==> config.mk <==
export PLATFORM = sky130hd
export DESIGN_NAME = tx_ltssm_multirate
export DESIGN_NICKNAME = d
export VERILOG_FILES = /design/src/rtl/tx_ltssm_multirate.sv
export SDC_FILE = /design/constraint.sdc
export NUM_CORES = 1
export LEC_CHECK = 0
export CAP_MARGIN = 40
export CORE_ASPECT_RATIO = 0.6
export CORE_UTILIZATION = 52
export CTS_CLUSTER_DIAMETER = 40
export DETAILED_ROUTE_END_ITERATION = 12
export HOLD_SLACK_MARGIN = 0.02
export PLACE_DENSITY = 0.84
export REMOVE_ABC_BUFFERS = 1
export SYNTH_ARGS = -nofsm -noshare
export SYNTH_HDL_FRONTEND = slang
export SYNTH_SLANG_ARGS = --single-unit
==> constraint.sdc <==
create_clock -name Pclk -period 4.1 [get_ports Pclk]
set_input_delay 0.82 -clock Pclk [delete_from_list [all_inputs] [get_ports Pclk]]
set_output_delay 0.82 -clock Pclk [all_outputs]
set_load 0.02 [all_outputs]
==> src/rtl/tx_ltssm_multirate.sv <==
// TX-side LTSSM: follows the state commanded by the main LTSSM, drives detect,
// electrical-idle and ordered-set requests, and reports TX exit conditions back.
module tx_ltssm_multirate #(
    parameter int LANESNUMBER         = 16,
    parameter int MAX_GEN             = 3,
    parameter int DETECT_QUIET_CYCLES = 24000,
    parameter int DETECT_WAIT_CYCLES  = 64,
    parameter int POLL_ACTIVE_OS      = 1024,
    parameter int CFG_OS              = 16,
    parameter int SPEED_CYCLES        = 256
) (
    input  logic                               Pclk,
    input  logic                               Reset,
    input  logic [3:0]                         SetTXState,
    input  logic [2:0]                         TargetRate,
    output logic                               TXFinishFlag,
    output logic [3:0]                         TXExitTo,
    output logic [2:0]                         Gen,
    output logic                               SpeedChange,
    input  logic [LANESNUMBER-1:0]             DetectStatus,
    output logic [LANESNUMBER-1:0]             DetectReq,
    output logic [LANESNUMBER-1:0]             ElecIdleReq,
    output logic [LANESNUMBER-1:0]             DetectLanes,
    output logic [$clog2(LANESNUMBER+1)-1:0]   NumberDetectLanes,
    output logic                               WriteDetectLanesFlag,
    output logic [1:0]                         OSType,
    output logic                               OSGeneratorStart,
    input  logic                               OSGeneratorBusy,
    input  logic                               OSGeneratorFinish,
    output logic                               HoldFIFOData,
    output logic                               MuxSel,
    output logic                               turnOff
);

    localparam int NLW     = $clog2(LANESNUMBER+1);
    localparam int MAX_A   = (DETECT_QUIET_CYCLES > DETECT_WAIT_CYCLES) ? DETECT_QUIET_CYCLES : DETECT_WAIT_CYCLES;
    localparam int MAX_CYC = (MAX_A > SPEED_CYCLES) ? MAX_A : SPEED_CYCLES;
    localparam int TW      = $clog2(MAX_CYC+1);

    typedef enum logic [3:0] {
        DETECT_QUIET    = 4'd0,
        DETECT_ACTIVE   = 4'd1,
        POLLING_ACTIVE  = 4'd2,
        POLLING_CONFIG  = 4'd3,
        CFG_LW_START    = 4'd4,
        CFG_LW_ACCEPT   = 4'd5,
        CFG_LN_WAIT     = 4'd6,
        CFG_LN_ACTIVE   = 4'd7,
        CFG_COMPLETE    = 4'd8,
        CFG_IDLE        = 4'd9,
        L0              = 4'd10,
        REC_RCVR_LOCK   = 4'd11,
        REC_RCVR_CFG    = 4'd12,
        REC_SPEED       = 4'd13,
        REC_IDLE        = 4'd14,
        IDLE            = 4'd15
    } state_t;

    state_t                 state;
    state_t                 ns;
    state_t                 exit_target;
    logic                   entry;
    logic                   hs_state;
    logic                   exit_cond;
    logic                   lanes_write;
    logic                   speed_ok;
    logic                   rate_valid;
    logic [TW-1:0]          timer;
    logic [10:0]            os_count;
    logic                   outstanding;
    logic                   exit_done;

    logic [1:0]             nxt_os_type;
    logic                   nxt_mux;
    logic                   nxt_speed;
    logic [LANESNUMBER-1:0] nxt_elec;
    logic [LANESNUMBER-1:0] nxt_det_req;

    always_ff @(posedge Pclk) begin
        if (Reset) state <= IDLE;
        else       state <= ns;
    end

    // Exit conditions are judged on the current state; the per-state outputs
    // are derived from the incoming state so they line up with the state register.
    always_comb begin
        ns          = state_t'(SetTXState);
        entry       = (ns != state);
        hs_state    = 1'b0;
        exit_cond   = 1'b0;
        exit_target = DETECT_QUIET;
        lanes_write = 1'b0;
        rate_valid  = (TargetRate != 3'd0) && (int'(TargetRate) <= MAX_GEN);
        speed_ok    = (TargetRate > Gen) && (int'(TargetRate) <= MAX_GEN);

        case (state)
            DETECT_QUIET: begin
                if (int'(timer) == DETECT_QUIET_CYCLES-1) begin
                    exit_cond   = 1'b1;
                    exit_target = DETECT_ACTIVE;
                end
            end
            DETECT_ACTIVE: begin
                if (int'(timer) == DETECT_WAIT_CYCLES-1) begin
                    exit_cond = 1'b1;
                    if (DetectStatus != '0) begin
                        lanes_write = 1'b1;
                        exit_target = POLLING_ACTIVE;
                    end else begin
                        exit_target = DETECT_QUIET;
                    end
                end
            end
            POLLING_ACTIVE: begin
                hs_state = 1'b1;
                if (int'(os_count) >= POLL_ACTIVE_OS) begin
                    exit_cond   = 1'b1;
                    exit_target = POLLING_CONFIG;
                end
            end
            POLLING_CONFIG: begin
                hs_state = 1'b1;
                if (int'(os_count) >= CFG_OS) begin
                    exit_cond   = 1'b1;
                    exit_target = CFG_LW_START;
                end
            end
            CFG_LW_START, CFG_LW_ACCEPT, CFG_LN_WAIT, CFG_LN_ACTIVE, REC_RCVR_LOCK: begin
                hs_state = 1'b1;
            end
            CFG_COMPLETE: begin
                hs_state = 1'b1;
                if (int'(os_count) >= CFG_OS) begin
                    exit_cond   = 1'b1;
                    exit_target = CFG_IDLE;
                end
            end
            CFG_IDLE, REC_IDLE: begin
                hs_state = 1'b1;
                if (int'(os_count) >= CFG_OS) begin
                    exit_cond   = 1'b1;
                    exit_target = L0;
                end
            end
            REC_RCVR_CFG: begin
                hs_state = 1'b1;
                if (SpeedChange && int'(os_count) >= CFG_OS) begin
                    exit_cond   = 1'b1;
                    exit_target = REC_SPEED;
                end
            end
            REC_SPEED: begin
                if (int'(timer) == SPEED_CYCLES-1) begin
                    exit_cond   = 1'b1;
                    exit_target = REC_RCVR_LOCK;
                end
            end
            default: ;
        endcase

        nxt_os_type = 2'b00;
        nxt_mux     = 1'b0;
        nxt_speed   = 1'b0;
        nxt_elec    = '0;
        nxt_det_req = '0;
        case (ns)
            DETECT_QUIET:  nxt_elec    = {LANESNUMBER{1'b1}};
            DETECT_ACTIVE: nxt_det_req = {LANESNUMBER{1'b1}};
            REC_SPEED:     nxt_elec    = {LANESNUMBER{1'b1}};
            POLLING_CONFIG, CFG_COMPLETE: nxt_os_type = 2'b01;
            CFG_IDLE, REC_IDLE:           nxt_os_type = 2'b10;
            L0:            nxt_mux     = 1'b1;
            REC_RCVR_LOCK: nxt_speed   = speed_ok;
            REC_RCVR_CFG: begin
                nxt_os_type = 2'b01;
                nxt_speed   = speed_ok;
            end
            default: ;
        endcase
    end

    always_ff @(posedge Pclk) begin
        if (Reset) begin
            timer                <= '0;
            os_count             <= '0;
            outstanding          <= 1'b0;
            exit_done            <= 1'b0;
            OSGeneratorStart     <= 1'b0;
            TXFinishFlag         <= 1'b0;
            TXExitTo             <= 4'd0;
            Gen                  <= 3'd1;
            DetectLanes          <= '0;
            WriteDetectLanesFlag <= 1'b0;
        end else if (entry) begin
            timer                <= '0;
            os_count             <= '0;
            outstanding          <= 1'b0;
            exit_done            <= 1'b0;
            OSGeneratorStart     <= 1'b0;
            TXFinishFlag         <= 1'b0;
            WriteDetectLanesFlag <= 1'b0;
        end else begin
            OSGeneratorStart     <= 1'b0;
            TXFinishFlag         <= 1'b0;
            WriteDetectLanesFlag <= 1'b0;
            if (timer != '1) timer <= timer + 1'b1;

            if (hs_state && OSGeneratorFinish) begin
                outstanding <= 1'b0;
                if (os_count != '1) os_count <= os_count + 1'b1;
            end else if (hs_state && !OSGeneratorBusy && !outstanding) begin
                OSGeneratorStart <= 1'b1;
                outstanding      <= 1'b1;
            end

            if (exit_cond && !exit_done) begin
                exit_done    <= 1'b1;
                TXFinishFlag <= 1'b1;
                TXExitTo     <= exit_target;
                if (lanes_write) begin
                    DetectLanes          <= DetectStatus;
                    WriteDetectLanesFlag <= 1'b1;
                end
                if (state == REC_SPEED && rate_valid) Gen <= TargetRate;
            end
        end
    end

    always_ff @(posedge Pclk) begin
        if (Reset) begin
            OSType       <= 2'b00;
            MuxSel       <= 1'b0;
            HoldFIFOData <= 1'b1;
            turnOff      <= 1'b1;
            SpeedChange  <= 1'b0;
            ElecIdleReq  <= {LANESNUMBER{1'b1}};
            DetectReq    <= '0;
        end else begin
            OSType       <= nxt_os_type;
            MuxSel       <= nxt_mux;
            HoldFIFOData <= !nxt_mux;
            turnOff      <= !nxt_mux;
            SpeedChange  <= nxt_speed;
            ElecIdleReq  <= nxt_elec;
            DetectReq    <= nxt_det_req;
        end
    end

    always_comb begin
        NumberDetectLanes = '0;
        for (int i = 0; i < LANESNUMBER; i++) begin
            if (DetectLanes[i]) NumberDetectLanes = NLW'(i + 1);
        end
    end

endmodule
==> reports/results.tsv, run 1 <==
metric	value	unit
synthesized area per cell	8.50	um^2
max_cap viols	0	
leak pwr	1.51	nW
Hold Crit Depth	1	
Synth-to-Final Area Change	26.6	%
Core Area	0.00628	mm^2
post-CTS sizing	0	
Cells after Synth	409	
DR vias	3046	
I/O pins	96	
row count	22	
Post-DP Area	0.00422	mm^2
clk root buf	clkbuf_8	
CP max stage cell	clkdlybuf4s50_1	
Synth Warn #	0	
area leader, netlist	dfxtp_1	
Die ar.	0.00702	mm^2
DP HPWL	5760	um
run status	completed	
Worst-Margin Slew	832	ps
first-pass detailed-route iteration total	4	
Rel. slew slack	44.3	%
CP arrival	2140	ps
Die H	65.3	um
ys async rst share	0	%
CP max FO	5	
vias per cell	5.49	
post-route minimum period	2960	ps
number of global-route vias before repair	2820	
worst hold margin	455	ps
Starting Density	55.4	%
Pwr Density	295	mW/mm^2
top area cells in the synthesized netlist	dfxtp_1, buf_4, nor2_1	
Clock Path Buffers	2	
1st-iter DRT viols	189	
Clk Latency, worst-skew pair	350	ps
final setup fails	0	
total gr overflow	0	
n_diodes	0	
Placer Congestion	0.878	
Nets	501	
layout cell share with drive strength beyond 1	5.73	%
port buffer count	95	
Setup Skew	7.64	ps
die span in x	108	um
Final Hold Fails	0	
CTS Buf Count	9	
CTS tree	yes	
fin crit share	72.3	%
setup_tns	0	ps
RSZ-0062 raised after global routing	no	
fin area	0.00440	mm^2
post-CTS setup buffers	0	
Synth top area share	37.5	%
Max stage delay on crit path	630	ps
most frequent cells in the layout	clkdlybuf4s50_1, dfxtp_1, nor2_1	
largest net degree at the start of global routing	29	
dominant synthesized flop cell	dfxtp_1	
crit-path cells	nor4_1 > o41ai_1 > a21oi_1 > clkdlybuf4s50_1	
Num Clock Sinks	65	
fin util	70.1	%
Synth cell types	64	
Max Clock Freq	337	MHz
fin. max-slew vios	0	
worst reg-to-reg path cell count	7	
Overall Global Routing Usage	23.5	%
required time of the critical path	3280	ps
Post-Route WL	7930	um
CTS H-tree depth	3	
reg-to-reg slack, setup	1790	ps
#FFs+latches synth	65	
Detail Route Antenna Nets	0	
number of remaining DRC errors	0	
CP endpoint kind	primary output	
per-cell routed wire length	14.3	um
Critical Path Start Type	flip-flop	
Post-synth EDFFs	0	
global-route wire length before repair	12800	um
Hold Crit Class	reg2reg	
commonest non-fill, non-tap cell in the layout	clkdlybuf4s50_1	
CTS clk-pin slew, worst paths	70	ps
initial antenna violation count	0	
hold buffer count at CTS	0	
Peak VDD IR	237	uV
CP Class	reg2out	
synthesized area	0.00347	mm^2
Seq/Total Area, Yosys	37.5	%
-- through the flow --
stage | std cells | power [mW] | setup slack (ps)
CTS | 555 | 1.31 | 1150
detailed placement | 541 | 0.789 | 942
global route | 555 | 1.35 | 1050
floorplan | 359 | 0.713 | 954
global placement | 541 | 0.786 | 1050
finish | 555 | 1.30 | 1140
-- power by group --
group	switching [mW]	internal, mW
combinational	0.0651	0.0641
sequential	0.0110	0.636
clock	0.232	0.289
total	0.308	0.990
-- worst max-delay path: cells and delay by family (launching register included) --
kind            cells  cell delay [ps]
compound gates      2              380
buf+inv             1              630
simple gates        1              430
flops               1              350
-- kinds of logic after synthesis --
| logic type | synth area share (%) |
|---|---|
| AOI/OAI and AO/OA | 10.1 |
| xor gates and xnor gates | 6.05 |
| adders and majority gates | 2.16 |
| buffers and inverters | 11.5 |
| DFF | 37.5 |
| muxes | 6.05 |
| and+or+nand+nor | 26.7 |
-- path summary, 6_finish.rpt --
kind             startpoint                   end
max          DetectLanes[7]  NumberDetectLanes[2]
max reg2reg        state[2]        DetectLanes[7]
min             outstanding      OSGeneratorStart
min reg2reg     outstanding      OSGeneratorStart
-- per-layer routing --
layer,vias to the layer above,track usage [%],part of all wire [%]
met3,12,9.82,9.9
li1,1507,-,-
met5,-,0,0
met4,0,7.02,1.1
met2,130,36.1,43
met1,1397,30.1,46
-- cells in the mapped netlist (2+ instances only) --
master and n:
or4_1 2, mux2i_1 21, dfxtp_1 65, inv_1 16
and3_1 4, clkbuf_1 12, ha_1 6, and4_1 3
nand4_1 10, nor4b_1 2, nand3b_1 2, xor2_1 11
nor3_1 14, nand2b_1 4, a21oi_1 16, o21ai_0 5
xnor2_1 13, nor2b_1 3, nand2_1 25, and2_1 3
or2_2 3, buf_4 32, nor4_1 10, a31oi_1 3
nor3b_1 4, or2_1 2, buf_2 4, o31ai_1 3
nor2_1 63, nand3_1 12, or3_1 3
-- registers in the layout, indices dropped and copies added, names as in the netlist --
register              count
DetectLanes              16
timer                    15
os_count                 11
TXExitTo                  4
state                     4
Gen                       3
OSType                    2
DetectReq                 1
ElecIdleReq               1
MuxSel                    1
OSGeneratorStart          1
SpeedChange               1
TXFinishFlag              1
WriteDetectLanesFlag      1
exit_done                 1
outstanding               1
turnOff                   1
-- area by class of cell --
class,count,area (um^2)
clock buffer,11,141
clock inverter,3,42.5
tap,84,105
inverter,17,63.8
sequential,65,1300
multi-input combinational,277,1770
timing repair buffer,98,973
fill,522,1880
Note: power is estimated with default switching activity, not from simulation.
==> run 2: changes to the inputs <==
--- a/config.mk
+++ b/config.mk
@@ -7,11 +7,11 @@
 export LEC_CHECK = 0
 export CAP_MARGIN = 40
 export CORE_ASPECT_RATIO = 0.6
-export CORE_UTILIZATION = 52
+export CORE_UTILIZATION = 44
 export CTS_CLUSTER_DIAMETER = 40
 export DETAILED_ROUTE_END_ITERATION = 12
 export HOLD_SLACK_MARGIN = 0.02
-export PLACE_DENSITY = 0.84
+export PLACE_DENSITY = 0.75
 export REMOVE_ABC_BUFFERS = 1
 export SYNTH_ARGS = -nofsm -noshare
 export SYNTH_HDL_FRONTEND = slang
==> constraint.sdc (replaced) <==
create_clock -name Pclk -period 2.69 [get_ports Pclk]
set_input_delay 0.538 -clock Pclk [delete_from_list [all_inputs] [get_ports Pclk]]
set_output_delay 0.538 -clock Pclk [all_outputs]
set_load 0.02 [all_outputs]
==> reports/results.tsv, run 2 (synthesis results as in run 1) <==
metric	value	unit
Peak VDD IR	472	uV
Clock Path Buffers	2	
most frequent cells in the layout	clkdlybuf4s50_1, dfxtp_1, nor2_1	
vias per cell	5.21	
worst hold margin	436	ps
hold buffer count at CTS	0	
leak pwr	1.63	nW
Biggest register	DetectLanes	
final setup fails	0	
total gr overflow	0	
Max Clock Freq	394	MHz
n_diodes	0	
number of remaining DRC errors	0	
Nets	507	
Overall Global Routing Usage	21.5	%
grt met1 use	28.5	%
logic gate share of total power	8.3	%
RSZ-0062 raised after global routing	no	
internal power	1.91	mW
max_cap viols	0	
CTS Buf Count	9	
Hold Crit Class	reg2reg	
fin crit share	94.3	%
Sw Share	22.3	%
global-route wire length before repair	13700	um
I/O pins	96	
Placed Cells	567	
Die ar.	0.00827	mm^2
Clk Latency, worst-skew pair	330	ps
post-route minimum period	2540	ps
die span in x	117	um
DP HPWL	6090	um
setup_tns	0	ps
register share of total power	40.2	%
Setup Skew	7.29	ps
Die H	70.8	um
busiest grt layer	met2	
Worst-Margin Slew	889	ps
Critical Path Start Type	flip-flop	
CP max FO	4	
reg-to-reg slack, setup	450	ps
Final WS setup	153	ps
biggest regs	DetectLanes x16, timer x15, os_count x11	
fin area	0.00464	mm^2
Placer Congestion	0.885	
CP Class	reg2out	
run status	completed	
CP arrival	2000	ps
dpl ws	78.5	ps
Largest register FFs	16	
clk root buf	clkbuf_16	
Starting Density	46.7	%
CTS clk-pin slew, worst paths	60	ps
CTS H-tree depth	3	
fin. max-slew vios	0	
per-cell routed wire length	14.3	um
CP endpoint kind	primary output	
Fillers	620	
1st-iter DRT viols	206	
Core Area	0.00745	mm^2
Non-Filler Instances	583	
GRT met3 Usage	8.48	%
Synth-to-Final Area Change	33.5	%
Final Hold Fails	0	
Post-Route WL	8360	um
required time of the critical path	2150	ps
Rel. slew slack	40.4	%
Pwr Density	530	mW/mm^2
row count	24	
commonest non-fill, non-tap cell in the layout	clkdlybuf4s50_1	
Post-DP Area	0.00430	mm^2
number of global-route vias before repair	2833	
CTS tree	yes	
layout cell share with drive strength beyond 1	7.72	%
first-pass detailed-route iteration total	4	
met2 GRT Util	32.8	%
initial antenna violation count	0	
largest net degree at the start of global routing	27	
Detail Route Antenna Nets	0	
Num Clock Sinks	65	
port buffer count	95	
net switching power	0.549	mW
clock share of power	51.6	%
DR vias	3036	
[run 2: worst paths after layout]
path	from	endpoint	cells past startpoint
worst min register to register	outstanding	OSGeneratorStart	1
worst min-delay path	outstanding	OSGeneratorStart	1
worst max register to register	state[2]	DetectLanes[13]	7
worst max-delay path	DetectLanes[1]	NumberDetectLanes[0]	7
[run 2: worst max-delay path: stages (launching register included)]
cell	delay (ps)
dfxtp_1	380
nor2b_1	70
o21bai_1	130
a21oi_1	70
o21ai_0	150
a21oi_1	90
o31a_1	240
clkdlybuf4s50_1	530
[run 2: power groups by stage]
stage               combinational [mW]  clock, mW  sequential [mW]
finish                           0.203       1.27            0.988
global route                     0.218       1.34            0.990
CTS                              0.204       1.29            0.987
detailed placement               0.203          0             1.01
global placement                 0.199          0             1.01
floorplan                       0.0535          0             1.03
[run 2: through the flow]
stage | power, mW | util (%)
floorplan | 1.09 | -
global placement | 1.21 | 57.7
detailed placement | 1.21 | 57.7
CTS | 2.48 | 62.2
global route | 2.55 | 62.3
finish | 2.46 | 62.3
[run 2: area by class of cell]
type,instances,area [um^2],share of cell area (%)
Timing Repair Buffer,104,1030,22.3
Multi-Input combinational cell,277,1780,38.4
Clock buffer,10,239,5.15
Tap cell,104,130,2.81
Inverter,17,63.8,1.38
Sequential cell,65,1300,28.1
Clock inverter,6,91.3,1.97
[run 2: repair_timing]
action | in CTS | in global routing
setup endpoints to repair | 0 | 1
resized for setup | 0 | 2
endpoints found under the hold margin | 0 | 0
setup buffers | 0 | 0
[run 2: layer usage]
metal	vias to the layer above	wire [um]
li1	1522	-
met3	10	655
met5	-	0
met1	1390	3970
met4	0	75
met2	114	3660
